### src/rtl/otter_io_pkg.sv
// Shared constants and types for the OTTER IO/interrupt peripheral.
package otter_io_pkg;

    localparam logic [31:0] BASE_ADDR_DEF = 32'h11000000;

    // Word offsets (IOBUS_ADDR[4:2]) inside the 32-byte register window
    localparam logic [2:0] OFF_STATUS = 3'd0;
    localparam logic [2:0] OFF_COUNT  = 3'd1;
    localparam logic [2:0] OFF_MASK   = 3'd2;
    localparam logic [2:0] OFF_SWITCH = 3'd3;
    localparam logic [2:0] OFF_LEDS   = 3'd4;

    typedef enum logic [1:0] {LOW, RISE_WAIT, HIGH, FALL_WAIT} db_state_t;

endpackage

### src/rtl/otter_intr_ctrl_if.sv
// OTTER IOBUS bundle: MCU drives address/data/strobe, peripheral returns read data.
interface otter_intr_ctrl_if;
    logic [31:0] IOBUS_ADDR;
    logic [31:0] IOBUS_OUT;
    logic        IOBUS_WR;
    logic [31:0] IOBUS_IN;

    modport master (output IOBUS_ADDR, IOBUS_OUT, IOBUS_WR, input IOBUS_IN);
    modport slave  (input IOBUS_ADDR, IOBUS_OUT, IOBUS_WR, output IOBUS_IN);
endinterface

### src/rtl/io_debounce.sv
// Button synchroniser + debounce FSM; emits a one-cycle registered event on a
// qualified low->high transition only.
module io_debounce
    import otter_io_pkg::*;
#(
    parameter int DEBOUNCE_CYCLES = 500000
) (
    input  logic clk,
    input  logic rst,
    input  logic btn,
    output logic evt
);
    localparam int CW = $clog2(DEBOUNCE_CYCLES);
    localparam logic [CW-1:0] CNT_LAST = CW'(DEBOUNCE_CYCLES - 1);

    logic          s1, s;
    db_state_t     state;
    logic [CW-1:0] cnt;

    // Two-flop synchroniser for the raw asynchronous button
    always_ff @(posedge clk or posedge rst) begin
        if (rst) begin
            s1 <= 1'b0;
            s  <= 1'b0;
        end else begin
            s1 <= btn;
            s  <= s1;
        end
    end

    // Debounce FSM: a level must hold DEBOUNCE_CYCLES synced cycles to be accepted
    always_ff @(posedge clk or posedge rst) begin
        if (rst) begin
            state <= LOW;
            cnt   <= '0;
            evt   <= 1'b0;
        end else begin
            evt <= 1'b0;
            case (state)
                LOW: if (s) begin
                    state <= RISE_WAIT;
                    cnt   <= CW'(1);
                end
                RISE_WAIT: if (!s) begin
                    state <= LOW;
                    cnt   <= '0;
                end else if (cnt == CNT_LAST) begin
                    state <= HIGH;
                    cnt   <= '0;
                    evt   <= 1'b1;
                end else begin
                    cnt <= cnt + CW'(1);
                end
                HIGH: if (!s) begin
                    state <= FALL_WAIT;
                    cnt   <= CW'(1);
                end
                FALL_WAIT: if (s) begin
                    state <= HIGH;
                    cnt   <= '0;
                end else if (cnt == CNT_LAST) begin
                    state <= LOW;
                    cnt   <= '0;
                end else begin
                    cnt <= cnt + CW'(1);
                end
                default: begin
                    state <= LOW;
                    cnt   <= '0;
                end
            endcase
        end
    end

endmodule

### src/rtl/otter_intr_ctrl.sv
// OTTER memory-mapped interrupt/IO peripheral: register file, address decode,
// read mux and INTR generation around a debounced button.
// Optional macro INTR_ONESHOT_EN: INTR becomes a one-cycle pulse instead of a level.
module otter_intr_ctrl
    import otter_io_pkg::*;
#(
    parameter int          DEBOUNCE_CYCLES = 500000,
    parameter logic [31:0] BASE_ADDR       = BASE_ADDR_DEF
) (
    input  logic               clk,
    input  logic               RST,
    input  logic               BTN,
    input  logic [15:0]        SW,
    otter_intr_ctrl_if.slave   iobus,
    output logic               INTR,
    output logic [15:0]        LEDS
);
    logic        evt;
    logic        pending, mask;
    logic [15:0] count;

    logic        hit, wr;
    logic [2:0]  off;
    logic        ack, cnt_clr, mask_wr, leds_wr;
    logic        pending_n, mask_n;

    io_debounce #(.DEBOUNCE_CYCLES(DEBOUNCE_CYCLES)) u_deb (
        .clk (clk),
        .rst (RST),
        .btn (BTN),
        .evt (evt)
    );

    assign hit     = (iobus.IOBUS_ADDR[31:5] == BASE_ADDR[31:5]);
    assign off     = iobus.IOBUS_ADDR[4:2];
    assign wr      = iobus.IOBUS_WR & hit;
    assign ack     = wr && (off == OFF_STATUS) && iobus.IOBUS_OUT[0];
    assign cnt_clr = wr && (off == OFF_COUNT);
    assign mask_wr = wr && (off == OFF_MASK);
    assign leds_wr = wr && (off == OFF_LEDS);

    // A new event beats a same-cycle ack so no press is ever lost
    assign pending_n = evt | (pending & ~ack);
    assign mask_n    = mask_wr ? iobus.IOBUS_OUT[0] : mask;

    // Low address bits and upper write-data bits carry no meaning here
    logic unused_bits;
    assign unused_bits = &{1'b0, iobus.IOBUS_ADDR[1:0], iobus.IOBUS_OUT[31:16]};

    // Register file; a COUNT write wins over a coincident event
    always_ff @(posedge clk or posedge RST) begin
        if (RST) begin
            pending <= 1'b0;
            mask    <= 1'b0;
            count   <= 16'h0000;
            LEDS    <= 16'h0000;
        end else begin
            pending <= pending_n;
            mask    <= mask_n;
            if (cnt_clr)
                count <= 16'h0000;
            else if (evt)
                count <= count + 16'h0001;
            if (leds_wr)
                LEDS <= iobus.IOBUS_OUT[15:0];
        end
    end

`ifdef INTR_ONESHOT_EN
    // One-cycle pulse on a fresh event, or when a pending request is unmasked
    always_ff @(posedge clk or posedge RST) begin
        if (RST)
            INTR <= 1'b0;
        else
            INTR <= mask_n & (evt | (~mask & pending));
    end
`else
    // Level request tracking next-state pending & mask so ack/unmask act on the same edge
    always_ff @(posedge clk or posedge RST) begin
        if (RST)
            INTR <= 1'b0;
        else
            INTR <= pending_n & mask_n;
    end
`endif

    // Combinational read mux, a function of the address only
    always_comb begin
        iobus.IOBUS_IN = 32'h0;
        if (hit) begin
            case (off)
                OFF_STATUS: iobus.IOBUS_IN = {31'b0, pending};
                OFF_COUNT:  iobus.IOBUS_IN = {16'b0, count};
                OFF_MASK:   iobus.IOBUS_IN = {31'b0, mask};
                OFF_SWITCH: iobus.IOBUS_IN = {16'b0, SW};
                OFF_LEDS:   iobus.IOBUS_IN = {16'b0, LEDS};
                default:    iobus.IOBUS_IN = 32'h0;
            endcase
        end
    end

endmodule

### src/flat_wrapper.sv
// flat-port wrapper written by rule: the top's interface ports become plain ports
module otter_intr_ctrl_flat import otter_io_pkg::*;
#(
    parameter int          DEBOUNCE_CYCLES = 500000,
    parameter logic [31:0] BASE_ADDR       = BASE_ADDR_DEF
)
  (clk, RST, BTN, SW, INTR, LEDS, iobus_IOBUS_ADDR, iobus_IOBUS_OUT, iobus_IOBUS_WR, iobus_IOBUS_IN);
  otter_intr_ctrl_if iobus_i ();
  input  logic clk;
  input  logic RST;
  input  logic BTN;
  input  logic [15:0] SW;
  output logic INTR;
  output logic [15:0] LEDS;
  input wire logic [$bits(iobus_i.IOBUS_ADDR)-1:0] iobus_IOBUS_ADDR;
  input wire logic [$bits(iobus_i.IOBUS_OUT)-1:0] iobus_IOBUS_OUT;
  input wire logic [$bits(iobus_i.IOBUS_WR)-1:0] iobus_IOBUS_WR;
  output wire logic [$bits(iobus_i.IOBUS_IN)-1:0] iobus_IOBUS_IN;
  assign iobus_i.IOBUS_ADDR = iobus_IOBUS_ADDR;
  assign iobus_i.IOBUS_OUT = iobus_IOBUS_OUT;
  assign iobus_i.IOBUS_WR = iobus_IOBUS_WR;
  assign iobus_IOBUS_IN = iobus_i.IOBUS_IN;
  otter_intr_ctrl #(.DEBOUNCE_CYCLES(DEBOUNCE_CYCLES), .BASE_ADDR(BASE_ADDR)) u_core (.clk(clk), .RST(RST), .BTN(BTN), .SW(SW), .iobus(iobus_i), .INTR(INTR), .LEDS(LEDS));
endmodule
### config.mk
export PLATFORM = sky130hd
export DESIGN_NAME = otter_intr_ctrl_flat
export DESIGN_NICKNAME = d
export VERILOG_FILES = /design/src/rtl/otter_io_pkg.sv /design/src/rtl/otter_intr_ctrl_if.sv /design/src/rtl/io_debounce.sv /design/src/rtl/otter_intr_ctrl.sv /design/src/flat_wrapper.sv
export SDC_FILE = /design/constraint.sdc
export NUM_CORES = 1
export LEC_CHECK = 0
export CAP_MARGIN = 20
export CORE_MARGIN = 2
export CORE_UTILIZATION = 57
export DETAILED_ROUTE_END_ITERATION = 12
export DONT_BUFFER_PORTS = 1
export GPL_TIMING_DRIVEN = 0
export HOLD_SLACK_MARGIN = 0.05
export PLACE_DENSITY_LB_ADDON = 0.15
export SYNTH_ARGS = -nofsm -noshare
export SYNTH_HDL_FRONTEND = slang
export SYNTH_SLANG_ARGS = --single-unit
### constraint.sdc
create_clock -name clk -period 1.95 [get_ports clk]
set_clock_uncertainty 0.15 [all_clocks]
set_input_delay 0.195 -clock clk [delete_from_list [all_inputs] [get_ports clk]]
set_output_delay 0.195 -clock clk [all_outputs]
set_load 0.03 [all_outputs]
Yosys cells after proc, flatten, opt, wreduce, memory -nomap -nowiden. Cells that the tools add are included.

Flip-flop bits (word level): 59. Bits in latches: 0. Memory bits (writable): 0. Memory bits (read-only): 0. Output and inout port bits: 49. Word-level logic and storage cells: 61. Memories kept: 0.

Add/subtract/negate cells: 2. $mul: 0. Div/mod/pow operators: 0. Magnitude comparators: 0. Equal/unequal tests: 13. Shifts and indexed selects: 0. Multiplexer cells: 21. Bitwise gates (word level): 5. Reduce and logical (&&, ||, !) cells: 10.

Operators by type and width (count): 2-to-1 mux 19 bit (5); case mux 16 bit (5 select lines) (1); case mux 19 bit (4 select lines) (1); 2-to-1 mux 16 bit (2); 2-to-1 mux 32 bit (1); == test 27 x 24 -> 1 bit (second input constant) (1); adder 19 x 1 -> 19 bit (second input constant) (1); == test 19 bit (second input constant) (1); adder 16 x 1 -> 16 bit (second input constant) (1); 2-to-1 mux 2 bit (6); case mux 2 bit (4 select lines) (1); == test 3 x 2 -> 1 bit (second input constant) (2); inequality test 3 bit (second input constant) (2); logical AND 1 bit (5); == test 2 bit (second input constant) (2); 2-to-1 mux 1 bit (4); inequality test 2 bit (second input constant) (2); AND reduction 4 bit (1); bitwise AND 1 bit (3); == test 3 x 1 -> 1 bit (second input constant) (1); == test 3 bit (second input constant) (1); zero test 3 bit (1); == test 2 x 1 -> 1 bit (second input constant) (1); zero test 2 bit (1); other kinds (4) (4).

Longest topological paths before layout.
Depth in word-level cells: 8. Depth in mapped cells: 8. Mapped depth without buffers: 6.

Cells and area by module. A second synthesis with hierarchy kept.

Cells, all modules: 368. Area, all modules: 3453.3 sq um.

Modules (own cells, without submodules): otter_intr_ctrl (instances 1, cells an instance 228, area an instance 2187.1 sq um, seq. area each 875.8 sq um); io_debounce (instances 1, cells an instance 140, area an instance 1266.2 sq um, seq. area each 600.6 sq um).

Least setup slack after synthesis. Ideal clock, no wire load.

Kind: flip-flop to flip-flop. Start: reg u_core.u_deb.cnt[0]. End: reg u_core.u_deb.cnt[17]. Library setup time: 124 ps. Arrival: 1708 ps. Required time: 1676 ps. Path slack: -32 ps. Cell stages (with the launch flop): 9. Period minus slack after synthesis: 1982 ps. Cells stage by stage: dfrtp_1 -> ha_1 -> and4_1 -> nand4_1 -> o21ba_2 -> buf_4 -> buf_4 -> a32oi_1 -> nand2_1.

Cells in the longest elaborated chain, start to end: 4. Elaborated cells between the ends (all ways): 6.

Ends and longest elaborated chain: start: declaration (RTL line io_debounce.sv:18) `logic [CW-1:0] cnt;`; start signal: assignment (RTL line io_debounce.sv:52) `cnt <= cnt + CW'(1);`; start signal: assignment (RTL line io_debounce.sv:65) `cnt <= cnt + CW'(1);`; adder 19 x 1 -> 19 bit or == test 19 bit (tied branches); 2-to-1 mux 19 bit (*) (RTL line io_debounce.sv:47, io_debounce.sv:61); 2-to-1 mux 19 bit, on equally long branches (RTL line io_debounce.sv:58, io_debounce.sv:44); case mux 19 bit (4 select lines) (*) (RTL line io_debounce.sv:39) `case (state)`.

Every way passes the cells marked *; elsewhere a longest branch is shown, timed or not. A chain may end at the register's enable or synchronous reset.

Worst setup path after layout.
Start: reg u_core.u_deb.cnt[1]. End: reg u_core.u_deb.cnt[17].

The elaborated chain is that of the path after synthesis.

==> impl_metrics.json <==
{
  "criticalPathCategory": "flop to flop",
  "finalWirelength_um": 10200,
  "max_cap_violations": 0,
  "drt_iter0_markers": 282,
  "worst-endpoint-required_ns": 2.01,
  "post_cts_clock_slew_at_the_launch_and_capture_registers_of_the_worst_setup_and_hold_paths_ns": 0.07,
  "synthCells": 361,
  "critical_path.cell_chain": "ha_4 > and4_4 > nand4_1 > o21ba_4 > buf_6 > a32oi_1 > nand2_1",
  "grt-ovfl-total": 0,
  "via_count_of_the_first_global_routing_pass": 2910,
  "crit_start": "u_core.u_deb.cnt[1]",
  "clock_tree.htree_level_count": 3,
  "crit_fanout": 10,
  "timing.final.setup_violations": 5,
  "placed_cells_incl_taps": 452,
  "hold_path.startpoint": "iobus_IOBUS_ADDR[4]",
  "initial_antenna_violation_count": 0,
  "clock_latency_ns": 0.34,
  "cpPeakStageDelay_ns": 0.41,
  "leakagePower_uw": 0.00184,
  "rows": 28,
  "core_box_area_sq_mm": 0.00585,
  "io_buffer_count": 0,
  "grt_start_max_net_pins": 38,
  "remaining_drc_errors": 0,
  "netlist-cell-type-count": 49,
  "combined_area_of_the_multi_input_logic_cells_sq_mm": 0.00204,
  "place_congestion": 0.897,
  "synth-edff-count": 0,
  "cts_buffer_depth": 2,
  "ant_nets": 0,
  "die-area_sq_mm": 0.00664,
  "post-route-worst-setup-slack_ns": -0.0238,
  "worstPathBufferInverterCount": 1,
  "cts_buffers": 9,
  "avgSynthCellArea_sq_um": 9.49,
  "dp_slack_ns": -0.281,
  "place.detailed.hpwl_um": 5940,
  "hold_slack_ns": 0.115,
  "synthTopCellsByArea": "sky130_fd_sc_hd__dfrtp_1, sky130_fd_sc_hd__nor2_1, sky130_fd_sc_hd__mux2_4",
  "post-route-util_pct": 76.5,
  "area_growth_pct": 30.8,
  "layout.cells.most_common_list": "sky130_fd_sc_hd__dfrtp_1, sky130_fd_sc_hd__nor2_1, sky130_fd_sc_hd__buf_4, sky130_fd_sc_hd__a21oi_1, sky130_fd_sc_hd__dlygate4sd3_1",
  "pwr_density_cell_mw_per_mm2": 635,
  "fp.dieH_um": 81.5,
  "grt_use_total_pct": 28.8,
  "critical-path-top-delay-family": "simple AND/OR/NAND/NOR gates",
  "io-pin-count": 133,
  "cpMaxStageDelayCell": "sky130_fd_sc_hd__dfrtp_1",
  "post_layout_nonfiller_instances": 499,
  "grt_pass1_wl_um": 14200,
  "tightest_slew_ns": 0.540,
  "holdCritPathClass": "input port to flop",
  "commonest_non_fill_non_tap_cell_in_the_layout": "sky130_fd_sc_hd__dfrtp_1",
  "ff_latch_area_sq_mm": 0.00149,
  "synth_largest_area_cell": "sky130_fd_sc_hd__dfrtp_1",
  "nFillCells": 380,
  "drive_above_1_share_pct": 33.0,
  "final_period_minus_worst_setup_slack_ns": 1.97,
  "violations": "setup timing",
  "critical_path.startpoint_type": "flop",
  "routed_wire_length_per_instance_um": 20.4,
  "yosysTopAreaCellShare_pct": 43.1,
  "clkSinkCount": 59,
  "rr_startpoint": "u_core.u_deb.cnt[1]",
  "worstPathArrival_ns": 2.04,
  "ys_seq_area_share_pct": 43.1,
  "start_util_pct": 58.5,
  "drt-pass1-iter-count": 8,
  "insertedDiodeCount": 0,
  "vias": 3132,
  "report.final.slew_viol_count": 0,
  "grt_setup_unrepaired": "yes",
  "synth_async_sr_flop_share_pct": 100,
  "worstSetupEndpointType": "flop",
  "mappedNetlistArea_sq_mm": 0.00342,
  "synth-main-ff-cell": "sky130_fd_sc_hd__dfrtp_1",
  "ys_seq_elements": 59,
  "period_share_pct": 101,
  "worst_ir_drop_vdd_uv": 547,
  "floorplan.die.width_um": 81.5,
  "maxSlewHeadroom_pct": 64.0,
  "design.final.nets": 505,
  "achievable-frequency_mhz": 507,
  "clock_tree_from_tritoncts": "built",
  "synth-warning-count": 0,
  "root_buffer": "sky130_fd_sc_hd__clkbuf_8",
  "outcome": "finished with violations",
  "avgViaCountPerCell": 6.28,
  "number_of_hold_violations_in_the_final_report": 0
}
==> where the power goes <==
group	switching (uW)	leakage [uW]	internal, uW
Sequential	14.1	0.000708	1230
Combinational	179	0.00102	134
Clock	492	0.000113	788
Total	686	0.00184	2160
==> layer usage <==
metal	up-vias	track usage, %	wire [um]
li1	1378	-	-
met1	1500	32.8	3550
met2	207	47.7	5300
met3	47	9.67	883
met4	0	15.3	432
met5	-	0	0
==> registers in the layout, indices dropped and copies added, names as in the netlist, named ones only <==
name	count
u_core.INTR	1
u_core.u_deb.s	1
u_core.u_deb.evt	1
u_core.mask	1
u_core.u_deb.state	1
u_core.LEDS	16
u_core.u_deb.cnt	19
u_core.count	16
u_core.u_deb.s1	1
u_core.pending	1
==> what timing repair did <==
action | in CTS | in global routing
buffers inserted | 4 | 10
gates cloned | 0 | 1
endpoints found under the hold margin | 67 | 0
gates resized for setup | 33 | 50
pin swaps | 7 | 19
hold buffers | 21 | 0
setup endpoints to repair | 35 | 52
==> worst reg2reg max path: stages, from the launching register on <==
cell	delay (ns)
sky130_fd_sc_hd__dfrtp_1	0.41
sky130_fd_sc_hd__ha_4	0.18
sky130_fd_sc_hd__and4_4	0.25
sky130_fd_sc_hd__nand4_1	0.16
sky130_fd_sc_hd__o21ba_4	0.31
sky130_fd_sc_hd__buf_6	0.15
sky130_fd_sc_hd__a32oi_1	0.17
sky130_fd_sc_hd__nand2_1	0.07
==> area by class of cell <==
type | instances | share of cell area [%]
plain buffers | 32 | 5.62
clock buffers | 12 | 3.46
clock inverters | 4 | 1.62
inverters | 5 | 0.419
multi-input cells | 275 | 45.5
flip-flops and latches | 59 | 33.3
well taps | 75 | 2.10
repair buffers | 37 | 8.05
==> stage by stage <==
step | area (sq um) | power, uW | TNS (ns)
floorplan | 3490 | 1460 | -0.00661
global placement | 3590 | 1480 | -35.55
detailed placement | 3610 | 1490 | -9.24
CTS | 4190 | 2830 | -0.0874
global route | 4480 | 2950 | -0.841
finish | 4480 | 2840 | -0.0548
==> kinds of logic after synthesis <==
| group | Yosys count | share of synthesized area [%] |
|---|---|---|
| buffers and inverters | 42 | 7.56 |
| AND/OR/NAND/NOR | 147 | 22.0 |
| AO/OA/AOI/OAI | 67 | 12.6 |
| XOR/XNOR | 18 | 4.82 |
| flip-flops | 59 | 43.1 |
| multiplexers | 25 | 9.10 |
| other | 1 | 0.110 |
| adder cells (fa/ha/maj) | 2 | 0.731 |
==> path summary, 6_finish.rpt <==
path	cells after the start	endpoint	slack, ns
worst max-delay path	7	u_core.u_deb.cnt[17]	-0.02
worst min-delay path	4	u_core.mask	0.11
worst max register to register	7	u_core.u_deb.cnt[17]	-0.02
worst min register to register	0	u_core.u_deb.s	0.20
max in group asynchronous	3	u_core.u_deb.cnt[10]	0.84
min in group asynchronous	2	u_core.LEDS[1]	0.21
==> synth_stat cells, types with 6 or more instances <==
master / n
sky130_fd_sc_hd__xor2_1: 10
sky130_fd_sc_hd__clkbuf_1: 11
sky130_fd_sc_hd__nor2_1: 60
sky130_fd_sc_hd__dfrtp_1: 59
sky130_fd_sc_hd__xnor2_1: 7
sky130_fd_sc_hd__and3_1: 6
sky130_fd_sc_hd__a22oi_1: 17
sky130_fd_sc_hd__nand2_1: 15
sky130_fd_sc_hd__a31oi_1: 6
sky130_fd_sc_hd__mux2i_1: 6
sky130_fd_sc_hd__mux2_4: 10
sky130_fd_sc_hd__buf_4: 19
sky130_fd_sc_hd__nand4_1: 14
sky130_fd_sc_hd__mux2_2: 9
sky130_fd_sc_hd__nor4_1: 6
sky130_fd_sc_hd__a21oi_1: 25
sky130_fd_sc_hd__nand3_1: 17
(Power assumes the default switching activity.)
